==> src/rtl/uart_io_port.sv <==
// 8N1 UART on the I/O port bus: TX FIFO + serialiser, RX deserialiser + one-byte holding register; txd falls 2 edges after a write to an idle port.
// Writes to a full TX FIFO are dropped unless the serialiser pops that cycle; `UART_IO_LOOPBACK_EN` ties the RX input to the TX output.

module uart_io_fifo #(
  parameter int DEPTH = 16,
  parameter int W     = 8
) (
  input  logic                       clk,
  input  logic                       reset,
  input  logic                       push,
  input  logic [W-1:0]               push_dat,
  input  logic                       pop,
  output logic [W-1:0]               head,
  output logic [$clog2(DEPTH):0]     count
);
  localparam int AW = $clog2(DEPTH);

  logic [W-1:0]  mem [DEPTH];
  logic [AW-1:0] wr_ptr;
  logic [AW-1:0] rd_ptr;
  logic          do_pop;
  logic          do_push;

  // A pop in the same cycle frees a slot, so a write to a full FIFO still lands.
  assign do_pop  = pop && (count != '0);
  assign do_push = push && ((count != (AW+1)'(DEPTH)) || do_pop);
  assign head    = mem[rd_ptr];

  always_ff @(posedge clk) begin
    if (do_push) mem[wr_ptr] <= push_dat;
  end

  always_ff @(posedge clk) begin
    if (reset) begin
      wr_ptr <= '0;
      rd_ptr <= '0;
      count  <= '0;
    end else begin
      if (do_push) wr_ptr <= wr_ptr + 1'b1;
      if (do_pop)  rd_ptr <= rd_ptr + 1'b1;
      count <= count + (AW+1)'(do_push) - (AW+1)'(do_pop);
    end
  end
endmodule

module uart_io_port #(
  parameter int CLK_HZ   = 100000000,
  parameter int BAUD     = 115200,
  parameter int TX_DEPTH = 16
) (
  input  logic       clk100,
  input  logic       reset,
  input  logic [7:0] IO_port_ID,
  input  logic [7:0] IO_write_data,
  input  logic       IO_write_strobe,
  input  logic       IO_read_strobe,
  output logic [7:0] IO_read_data,
  input  logic       uart_rxd,
  output logic       uart_txd
);
  localparam int CLKS_PER_BIT = CLK_HZ / BAUD;
  localparam int CW           = $clog2(CLKS_PER_BIT + 1);
  localparam logic [CW-1:0] BIT_LAST  = CW'(CLKS_PER_BIT - 1);
  localparam logic [CW-1:0] HALF_LAST = CW'(CLKS_PER_BIT / 2 - 1);

  localparam logic [7:0] PORT_DATA    = 8'h01;
  localparam logic [7:0] PORT_RX_STAT = 8'h02;
  localparam logic [7:0] PORT_TX_STAT = 8'h03;
  localparam logic [7:0] PORT_STATUS  = 8'h04;

  typedef enum logic [1:0] {TX_IDLE, TX_START, TX_DATA, TX_STOP} tx_state_t;
  typedef enum logic [1:0] {RX_IDLE, RX_START, RX_DATA, RX_STOP} rx_state_t;

  logic                      tx_push;
  logic                      rx_pop;
  logic                      sticky_clr;
  logic                      tx_pop;
  logic [7:0]                tx_head;
  logic [$clog2(TX_DEPTH):0] tx_count;
  logic                      tx_full;
  logic                      tx_empty;

  assign tx_push    = IO_write_strobe && (IO_port_ID == PORT_DATA);
  assign rx_pop     = IO_read_strobe  && (IO_port_ID == PORT_DATA);
  assign sticky_clr = IO_read_strobe  && (IO_port_ID == PORT_STATUS);
  assign tx_full    = (tx_count == ($clog2(TX_DEPTH)+1)'(TX_DEPTH));
  assign tx_empty   = (tx_count == '0);

  uart_io_fifo #(.DEPTH(TX_DEPTH), .W(8)) u_tx_fifo (
    .clk      (clk100),
    .reset    (reset),
    .push     (tx_push),
    .push_dat (IO_write_data),
    .pop      (tx_pop),
    .head     (tx_head),
    .count    (tx_count)
  );

  tx_state_t     tx_state;
  logic [CW-1:0] tx_cnt;
  logic [2:0]    tx_bit;
  logic [7:0]    tx_shift;

  assign tx_pop = (tx_state == TX_IDLE) && !tx_empty;

  // uart_txd is registered from the current state, so the line trails the FSM by one edge.
  always_ff @(posedge clk100) begin
    if (reset) begin
      tx_state <= TX_IDLE;
      tx_cnt   <= '0;
      tx_bit   <= '0;
      tx_shift <= '0;
      uart_txd <= 1'b1;
    end else begin
      case (tx_state)
        TX_START: uart_txd <= 1'b0;
        TX_DATA:  uart_txd <= tx_shift[0];
        default:  uart_txd <= 1'b1;
      endcase

      case (tx_state)
        TX_IDLE: begin
          if (!tx_empty) begin
            tx_shift <= tx_head;
            tx_cnt   <= '0;
            tx_state <= TX_START;
          end
        end
        TX_START: begin
          if (tx_cnt == BIT_LAST) begin
            tx_cnt   <= '0;
            tx_bit   <= '0;
            tx_state <= TX_DATA;
          end else begin
            tx_cnt <= tx_cnt + 1'b1;
          end
        end
        TX_DATA: begin
          if (tx_cnt == BIT_LAST) begin
            tx_cnt   <= '0;
            tx_shift <= {1'b0, tx_shift[7:1]};
            tx_bit   <= tx_bit + 1'b1;
            if (tx_bit == 3'd7) tx_state <= TX_STOP;
          end else begin
            tx_cnt <= tx_cnt + 1'b1;
          end
        end
        TX_STOP: begin
          if (tx_cnt == BIT_LAST) begin
            tx_cnt   <= '0;
            tx_state <= TX_IDLE;
          end else begin
            tx_cnt <= tx_cnt + 1'b1;
          end
        end
        default: tx_state <= TX_IDLE;
      endcase
    end
  end

  logic rx_in;
`ifdef UART_IO_LOOPBACK_EN
  logic unused_rxd;
  assign rx_in      = uart_txd;
  assign unused_rxd = uart_rxd;
`else
  assign rx_in = uart_rxd;
`endif

  logic rx_meta;
  logic rx_sync;
  logic rx_prev;
  logic rx_fall;

  always_ff @(posedge clk100) begin
    if (reset) begin
      rx_meta <= 1'b1;
      rx_sync <= 1'b1;
      rx_prev <= 1'b1;
    end else begin
      rx_meta <= rx_in;
      rx_sync <= rx_meta;
      rx_prev <= rx_sync;
    end
  end

  assign rx_fall = rx_prev && !rx_sync;

  rx_state_t     rx_state;
  logic [CW-1:0] rx_cnt;
  logic [2:0]    rx_bit;
  logic [7:0]    rx_shift;
  logic          rx_done;
  logic          rx_ferr;

  always_ff @(posedge clk100) begin
    if (reset) begin
      rx_state <= RX_IDLE;
      rx_cnt   <= '0;
      rx_bit   <= '0;
      rx_shift <= '0;
      rx_done  <= 1'b0;
      rx_ferr  <= 1'b0;
    end else begin
      rx_done <= 1'b0;
      rx_ferr <= 1'b0;
      case (rx_state)
        RX_IDLE: begin
          if (rx_fall) begin
            rx_cnt   <= '0;
            rx_state <= RX_START;
          end
        end
        RX_START: begin
          // Half a bit in: a line that is high again was only a glitch.
          if (rx_cnt == HALF_LAST) begin
            rx_cnt   <= '0;
            rx_bit   <= '0;
            rx_state <= rx_sync ? RX_IDLE : RX_DATA;
          end else begin
            rx_cnt <= rx_cnt + 1'b1;
          end
        end
        RX_DATA: begin
          if (rx_cnt == BIT_LAST) begin
            rx_cnt   <= '0;
            rx_shift <= {rx_sync, rx_shift[7:1]};
            rx_bit   <= rx_bit + 1'b1;
            if (rx_bit == 3'd7) rx_state <= RX_STOP;
          end else begin
            rx_cnt <= rx_cnt + 1'b1;
          end
        end
        RX_STOP: begin
          if (rx_cnt == BIT_LAST) begin
            rx_cnt   <= '0;
            rx_state <= RX_IDLE;
            if (rx_sync) rx_done <= 1'b1;
            else         rx_ferr <= 1'b1;
          end else begin
            rx_cnt <= rx_cnt + 1'b1;
          end
        end
        default: rx_state <= RX_IDLE;
      endcase
    end
  end

  logic [7:0] rx_hold;
  logic       rx_present;
  logic       overrun;
  logic       frame_err;

  // A pop and a delivery on the same edge: the pop frees the register first, so the new byte loads.
  always_ff @(posedge clk100) begin
    if (reset) begin
      rx_hold    <= '0;
      rx_present <= 1'b0;
      overrun    <= 1'b0;
      frame_err  <= 1'b0;
    end else begin
      if (sticky_clr) begin
        overrun   <= 1'b0;
        frame_err <= 1'b0;
      end
      if (rx_ferr) frame_err <= 1'b1;
      if (rx_done) begin
        if (rx_present && !rx_pop) begin
          overrun <= 1'b1;
        end else begin
          rx_hold    <= rx_shift;
          rx_present <= 1'b1;
        end
      end else if (rx_pop) begin
        rx_present <= 1'b0;
      end
    end
  end

  always_comb begin
    IO_read_data = 8'h00;
    case (IO_port_ID)
      PORT_DATA:    IO_read_data = rx_hold;
      PORT_RX_STAT: IO_read_data = rx_present ? 8'hFF : 8'h00;
      PORT_TX_STAT: IO_read_data = tx_full ? 8'hFF : 8'h00;
      PORT_STATUS:  IO_read_data = {3'b000, frame_err, overrun, tx_empty, tx_full, rx_present};
      default:      IO_read_data = 8'h00;
    endcase
  end
endmodule

==> config.mk <==
export PLATFORM = sky130hd
export DESIGN_NAME = uart_io_port
export DESIGN_NICKNAME = d
export VERILOG_FILES = /design/src/rtl/uart_io_port.sv
export SDC_FILE = /design/constraint.sdc
export NUM_CORES = 1
export LEC_CHECK = 0
export ABC_AREA = 1
export CAP_MARGIN = 20
export CORE_ASPECT_RATIO = 0.5
export CORE_MARGIN = 2
export CORE_UTILIZATION = 25
export DETAILED_ROUTE_END_ITERATION = 12
export GPL_TIMING_DRIVEN = 0
export SLEW_MARGIN = 30
export SYNTH_ARGS = -nofsm -noshare
export SYNTH_HDL_FRONTEND = slang
export SYNTH_HIERARCHICAL = 1
export SYNTH_SLANG_ARGS = --single-unit
==> constraint.sdc <==
create_clock -name clk100 -period 7.1 [get_ports clk100]
set_clock_uncertainty 0.05 [all_clocks]
set_input_delay 2.13 -clock clk100 [delete_from_list [all_inputs] [get_ports clk100]]
set_output_delay 2.13 -clock clk100 [all_outputs]
set_load 0.005 [all_outputs]
==> summary.md, run 1 <==
| Metric | Value |
|---|---|
| Setup TNS | `0 ns` |
| First-pass GRT wire length | `37.03 mm` |
| Sequential area share after synthesis | `55.28%` |
| Top FF cell, synth | `edfxtp_1` |
| Number of hold buffers added after CTS | `0` |
| Yosys warns | `6` |
| 1st-iter DRT viols | `529` |
| Antenna Violating Nets Remaining | `0` |
| Largest net degree at the start of global routing | `17` |
| DRT Wirelength | `23.31 mm` |
| Worst vdd ir | `0.0001475 V` |
| Via density | `4.288` |
| CP arrival | `3.95 ns` |
| Drt wl/cell | `13.43 um` |
| Mean Syn Cell Area | `8.647 sq um` |
| Slew Viols, Final | `0` |
| Worst Path Buf+Inv | `4` |
| Critical Path Start Type | `input port` |
| Fmax | `163.0 MHz` |
| #FFs+latches synth | `208` |
| CTS root buf | `clkbuf_16` |
| TritonCTS Sinks | `208` |
| Layout cells sized above 1 | `10.21%` |
| Chip Width | `284.7 um` |
| Die ar. | `41100 sq um` |
| Die H | `144.4 um` |
| Clk Latency, worst-skew pair | `0.51 ns` |
| PwrDens | `293.3 nW/um^2` |
| CTS buffer count | `21` |
| CTS tree | `done` |
| RSZ-0062 raised after global routing | `no` |
| Fin util | `29.65%` |
| CP max-delay cell | `clkdlybuf4s50_1` |
| I/O Buffers | `28` |
| Count leader, synth | `nand2_1` |
| Path type of the worst min-delay path | `flip-flop to flip-flop` |
| Syn_nets | `1184` |
| Async SR Flop Fraction | `0%` |
| Tot Pwr | `0.003380 W` |
| Relative slew slack | `44.16%` |
| Clk slew on worst S/H paths | `0.06 ns` |
| Initial antenna violation count | `0` |
| Top delay family on crit path | `buffers and inverters` |
| Area of the multi-input gates | `3483 sq um` |
| Fin nets | `1237` |
| Worst Setup End Kind | `output port` |
| Post-Syn Instances | `1139` |
| Io pins | `30` |
| GPL Wtd Cong | `0.8293` |
| Crit Path Category | `input port to output port` |
| Maximum clock path buffer count | `3` |
| Critical path, cell by cell | `clkdlybuf4s50_1 -> inv_1 -> nor3_2 -> nand2_1 -> inv_1 -> nand2_1 -> nand2_1 -> clkdlybuf4s50_1` |
| Top post-synthesis cells by area | `edfxtp_1, dfxtp_1, nand2_1` |
| ANT cells | `0` |
| Area delta synth->final | `17.00%` |
| Row Count | `51` |
| Top post-synthesis cells by count | `nand2_1, inv_1, nand3_1, edfxtp_1, dfxtp_1` |
| Initial Util | `25.35%` |
| Outcome | `finished, final reports clean` |
| Top-area cell type share of the netlist area | `39.02%` |
| CP dominant cell by count | `nand2_1` |
| Max incr delay on CP | `0.52 ns` |
| DRC Markers | `0` |
| FILL cells | `4075` |
| DR pass1 iterations | `5` |
| CTS H-tree lvls | `1` |
| Storage element area | `5445 sq um` |
| Crit share post-route | `86.40%` |
| Leak Pwr | `4.724 nW` |
| Post-synthesis cell type count | `37` |
| Cell area after synthesis | `9849 sq um` |
| Hpwl dp | `15.92 mm` |
| Setup violators final | `0` |
| Post-CTS sizing | `0` |
| Worst endpoint required time | `4.92 ns` |
| Vias | `7440` |
| Max cap viols | `0` |
| CP Max Fanout | `8` |
| Gr usage total | `11.30%` |
| Final min period | `6.135 ns` |
| Largest area contributor in the netlist | `edfxtp_1` |
| Number of synthesized flops with an enable pin | `128` |
| Core footprint | `38860 sq um` |
| GR Overflow Total | `0` |
| Worst-Margin Slew | `0.8350 ns` |
| Post-CTS setup buffer count | `0` |
| Final hold viol count | `0` |
| Vias in the first global route | `6932` |
==> cell usage in the layout (no fill, tap or decap), types with 3 or more instances in the layout <==
cell type	synthesis	layout
a21oi_1	58	58
a21oi_2	6	6
buf_2	19	19
buf_4	3	5
buf_6	11	11
clkbuf_1	7	10
clkbuf_16	0	21
clkdlybuf4s50_1	0	28
clkinv_2	0	7
dfxtp_1	80	80
edfxtp_1	128	128
ha_1	23	23
inv_1	185	185
inv_2	8	8
mux2i_1	7	7
nand2_1	303	303
nand2_2	10	10
nand3_1	148	148
nand3b_1	4	4
nand4_1	10	10
nor2_1	53	53
nor2_2	5	5
nor3_1	21	5
nor3_2	1	17
o21ai_0	23	23
o21ai_1	3	3
or2_2	3	3
xor2_1	5	5
==> report_power, final <==
group          total [W]  switching [W]  leakage (nW)  internal, W
clock            0.00105       0.000463         0.317     0.000590
combinational   0.000950       0.000625          2.61     0.000325
sequential       0.00138      0.0000420          1.80      0.00133
==> cells by family (layout without fill, tap and decap cells) <==
family	count (synthesis)	in the layout	share of synthesized area, %
AO/OA/AOI/OAI	95	95	5.310
XOR/XNOR	5	5	0.4446
adder cells (fa/ha/maj)	24	24	3.125
buffers and inverters	235	301	10.16
flip-flops	208	208	55.28
multiplexers	7	7	0.7114
AND/OR/NAND/NOR	565	565	24.96
==> metrics by stage <==
stage               worst slack (ns)  instance area (sq um)  std cells  hold slack (ns)
floorplan                      2.132                   9849       1139           0.3395
global placement              0.9567                  10790       1697           0.3549
detailed placement            0.9430                  10890       1699           0.3502
CTS                           0.9411                  11520       1735           0.3642
global route                  0.8043                  11520       1735           0.3869
finish                        0.9653                  11520       1735           0.3621
==> worst paths after layout <==
| kind | cells past startpoint | slack, ns | start | endpoint |
|---|---|---|---|---|
| setup / recovery | 8 | 0.97 | IO_port_ID[0] | IO_read_data[7] |
| hold / removal | 1 | 0.36 | rx_meta | rx_sync |
| setup reg to reg | 20 | 4.05 | u_tx_fifo/count[3] | u_tx_fifo/count[4] |
| hold reg to reg | 1 | 0.36 | rx_meta | rx_sync |
==> flip-flops by register name, indices dropped and copies added (netlist names), 2 cells and up, named ones only <==
| signal | flops |
|---|---|
| tx_state | 2 |
| tx_bit | 3 |
| rx_hold | 8 |
| u_tx_fifo/rd_ptr | 4 |
| u_tx_fifo/count | 5 |
| tx_cnt | 10 |
| u_tx_fifo/wr_ptr | 4 |
| u_tx_fifo/mem | 128 |
| rx_shift | 8 |
| rx_cnt | 10 |
| tx_shift | 8 |
| rx_bit | 3 |
==> final cells by class <==
class / instances / share of cell area [%]
plain buffers: 42 / 2.400
clock buffers: 25 / 4.777
clock inverters: 11 / 0.7383
inverters: 193 / 6.287
multi-input cells: 696 / 30.23
flip-flops and latches: 208 / 47.25
well taps: 530 / 5.755
repair buffers: 30 / 2.562
==> metal layers <==
layer	vias to the layer above	part of all wire (%)	GRT usage, %
met5	-	0	0
met4	0	2.7	3.823
met3	40	5.1	1.767
met2	174	47	19.54
met1	3449	45	14.50
li1	3777	-	-
Power figures use the tool's default switching activity.
==> inputs of run 2 (changes only) <==
CORE_MARGIN = 4   (was 2)
==> run 2 against run 1 <==
  * Register-to-register slack better by 0.03 ns
  * Die area up 4.2%
  * Setup slack worse by 0.026 ns
  * Cell count about the same
  * Maximum frequency down 0.43%
  * Hold slack worse by 0.00076 ns
  * Count of clock-buffer cells in the layout up 3
  * Critical path depth unchanged
  * Critical path type unchanged
==> summary.md, run 2 (same netlist as run 1, synthesis figures left out) <==
| Metric | Value |
|---|---|
| Most common cell after layout, fill and taps aside | `nand2_1 (unchanged)` |
| First-pass GRT wire length | `38.32 mm (was 37.03 mm)` |
| GR Overflow Total | `0 (unchanged)` |
| Final hold viol count | `0 (unchanged)` |
| Max reg flops | `128 (unchanged)` |
| Chip Width | `288.7 um (was 284.7 um)` |
| Worst-Margin Slew | `0.8963 ns (was 0.8350 ns)` |
| Gr usage total | `11.09% (was 11.30%)` |
| Setup violators final | `0 (unchanged)` |
| Setup TNS | `0 ns (unchanged)` |
| Hold WS | `0.3613 ns (was 0.3621 ns)` |
| Tot Pwr | `0.003482 W (was 0.003380 W)` |
| Largest registers | `u_tx_fifo/mem x128, rx_cnt x10, tx_cnt x10 (unchanged)` |
| R2R Path Start | `u_tx_fifo/count[3] (unchanged)` |
| Layout cells sized above 1 | `9.784% (was 10.21%)` |
| CTS root buf | `clkbuf_16 (unchanged)` |
| Post-CTS sizing | `0 (unchanged)` |
| WL met2 | `11.10 mm (was 10.95 mm)` |
| Via density | `4.304 (was 4.288)` |
| Number of hold buffers added after CTS | `0 (unchanged)` |
| CTS tree | `done (unchanged)` |
| Most flops, register | `u_tx_fifo/mem (unchanged)` |
| CTS H-tree lvls | `1 (unchanged)` |
| Worst vdd ir | `0.0001426 V (was 0.0001475 V)` |
| Io pins | `30 (unchanged)` |
| Die H | `148.4 um (was 144.4 um)` |
| Path type of the worst min-delay path | `flip-flop to flip-flop (unchanged)` |
| PwrDens | `300.3 nW/um^2 (was 293.3 nW/um^2)` |
| Worst endpoint required time | `4.92 ns (about the same)` |
| Leak Pwr | `4.738 nW (was 4.724 nW)` |
| Max cap viols | `0 (unchanged)` |
| Most frequent cells in the layout | `nand2_1, inv_1, nand3_1 (unchanged)` |
| Met3 WL post-DR | `1.305 mm (was 1.190 mm)` |
| Initial Util | `25.35% (unchanged)` |
| Crit share post-route | `86.77% (was 86.40%)` |
| Maximum clock path buffer count | `3 (unchanged)` |
| Vias in the first global route | `7169 (was 6932)` |
| Clk slew on worst S/H paths | `0.06 ns (about the same)` |
| Largest net degree at the start of global routing | `17 (unchanged)` |
| Outcome | `finished, final reports clean (unchanged)` |
| RSZ-0062 raised after global routing | `no (unchanged)` |
| 1st-iter DRT viols | `555 (was 529)` |
| CP arrival | `3.98 ns (was 3.95 ns)` |
| DRC Markers | `0 (unchanged)` |
| Relative slew slack | `39.92% (was 44.16%)` |
| Final min period | `6.161 ns (was 6.135 ns)` |
| Area delta synth->final | `17.73% (was 17.00%)` |
| Post-Layout Cell Count | `1736 (was 1735)` |
| Hold Crit Depth | `1 (unchanged)` |
| TritonCTS Sinks | `208 (unchanged)` |
| Row Count | `51 (unchanged)` |
| Fin nets | `1236 (was 1237)` |
| Vias | `7471 (was 7440)` |
| DRT Wirelength | `23.58 mm (was 23.31 mm)` |
| GPL Wtd Cong | `0.8367 (was 0.8293)` |
| Clk Latency, worst-skew pair | `0.51 ns (about the same)` |
| Worst Setup End Kind | `output port (unchanged)` |
| Die ar. | `42830 sq um (was 41100 sq um)` |
| FILL cells | `4065 (was 4075)` |
| Hold Crit Endpoint | `rx_sync (unchanged)` |
| Reg-to-reg endpoint | `u_tx_fifo/count[4] (unchanged)` |
| Fmax | `162.3 MHz (was 163.0 MHz)` |
| I/O Buffers | `28 (unchanged)` |
| Placed insts | `1697 (was 1699)` |
| CP Max Fanout | `8 (unchanged)` |
| Routed length on met1 | `10.57 mm (was 10.54 mm)` |
| Post-CTS setup buffer count | `0 (unchanged)` |
| Slew Viols, Final | `0 (unchanged)` |
| R2R depth | `19 (was 20)` |
| Drt wl/cell | `13.58 um (was 13.43 um)` |
| Hpwl dp | `15.99 mm (was 15.92 mm)` |
| Critical Path Start Type | `input port (unchanged)` |
| Core footprint | `38860 sq um (unchanged)` |
| CTS buffer count | `22 (was 21)` |
| Hold Startpoint | `rx_meta (unchanged)` |
| Fin util | `29.84% (was 29.65%)` |
| Crit Path Category | `input port to output port (unchanged)` |
| ANT cells | `0 (unchanged)` |
| Initial antenna violation count | `0 (unchanged)` |
| Antenna Violating Nets Remaining | `0 (unchanged)` |
| Worst reg-to-reg setup slack | `4.08 ns (was 4.05 ns)` |
| DR pass1 iterations | `5 (unchanged)` |
| Highest metal used | `met4 (unchanged)` |
==> run 2: cell count changes in the layout (fill, tap and decap cells not counted), moves of 2 or more <==
cell | before | now
clkbuf_1 | 10 | 12
clkinv_2 | 7 | 0
buf_4 | 5 | 3
bufinv_16 | 1 | 3
clkinv_1 | 1 | 5
==> run 2: power by group <==
| group | switching [W] | internal, W | total, W |
|---|---|---|---|
| logic | 0.000628 | 0.000325 | 0.000954 |
| registers | 0.0000409 | 0.00133 | 0.00138 |
| clock network | 0.000463 | 0.000690 | 0.00115 |
| total | 0.00113 | 0.00235 | 0.00348 |
==> run 2: area by class of cell <==
class	count	area (sq um)	share of cell area, %
well taps	530	663.1	5.719
clock buffers	28	583.1	5.028
clock inverters	11	140.1	1.208
flip-flops and latches	208	5445	46.96
plain buffers	42	276.5	2.385
multi-input cells	696	3483	30.04
repair buffers	28	280.3	2.417
inverters	193	724.4	6.247
==> run 2: critical path, stage by stage <==
cell	delay (ns)
clkdlybuf4s50_1	0.48
inv_1	0.08
nor3_2	0.21
nand2_1	0.09
inv_1	0.21
nand2_1	0.08
nand2_1	0.17
clkdlybuf4s50_1	0.53
==> run 2: per-layer routing <==
layer	track usage (%)	up-vias
li1	-	3777
met1	14.64	3469
met2	19.13	189
met3	1.593	36
met4	3.044	0
met5	0	-
==> run 2: worst max-delay path by stage <==
stage | from | endpoint | cells past startpoint
floorplan | IO_port_ID[2] | IO_read_data[2] | 7
global placement | IO_port_ID[0] | IO_read_data[6] | 8
detailed placement | IO_port_ID[0] | IO_read_data[6] | 8
CTS | IO_port_ID[0] | IO_read_data[6] | 8
global route | IO_port_ID[0] | IO_read_data[6] | 8
finish | IO_port_ID[0] | IO_read_data[6] | 8
==> run 2: metrics by stage <==
| stage | setup slack [ns] | cell area, sq um |
|---|---|---|
| final | 0.9390 | 11600 |
| after global routing | 0.7808 | 11600 |
| after CTS | 0.9434 | 11600 |
| after detailed placement | 0.9450 | 10870 |
| after global placement | 0.9522 | 10790 |
| after floorplan | 2.132 | 9849 |
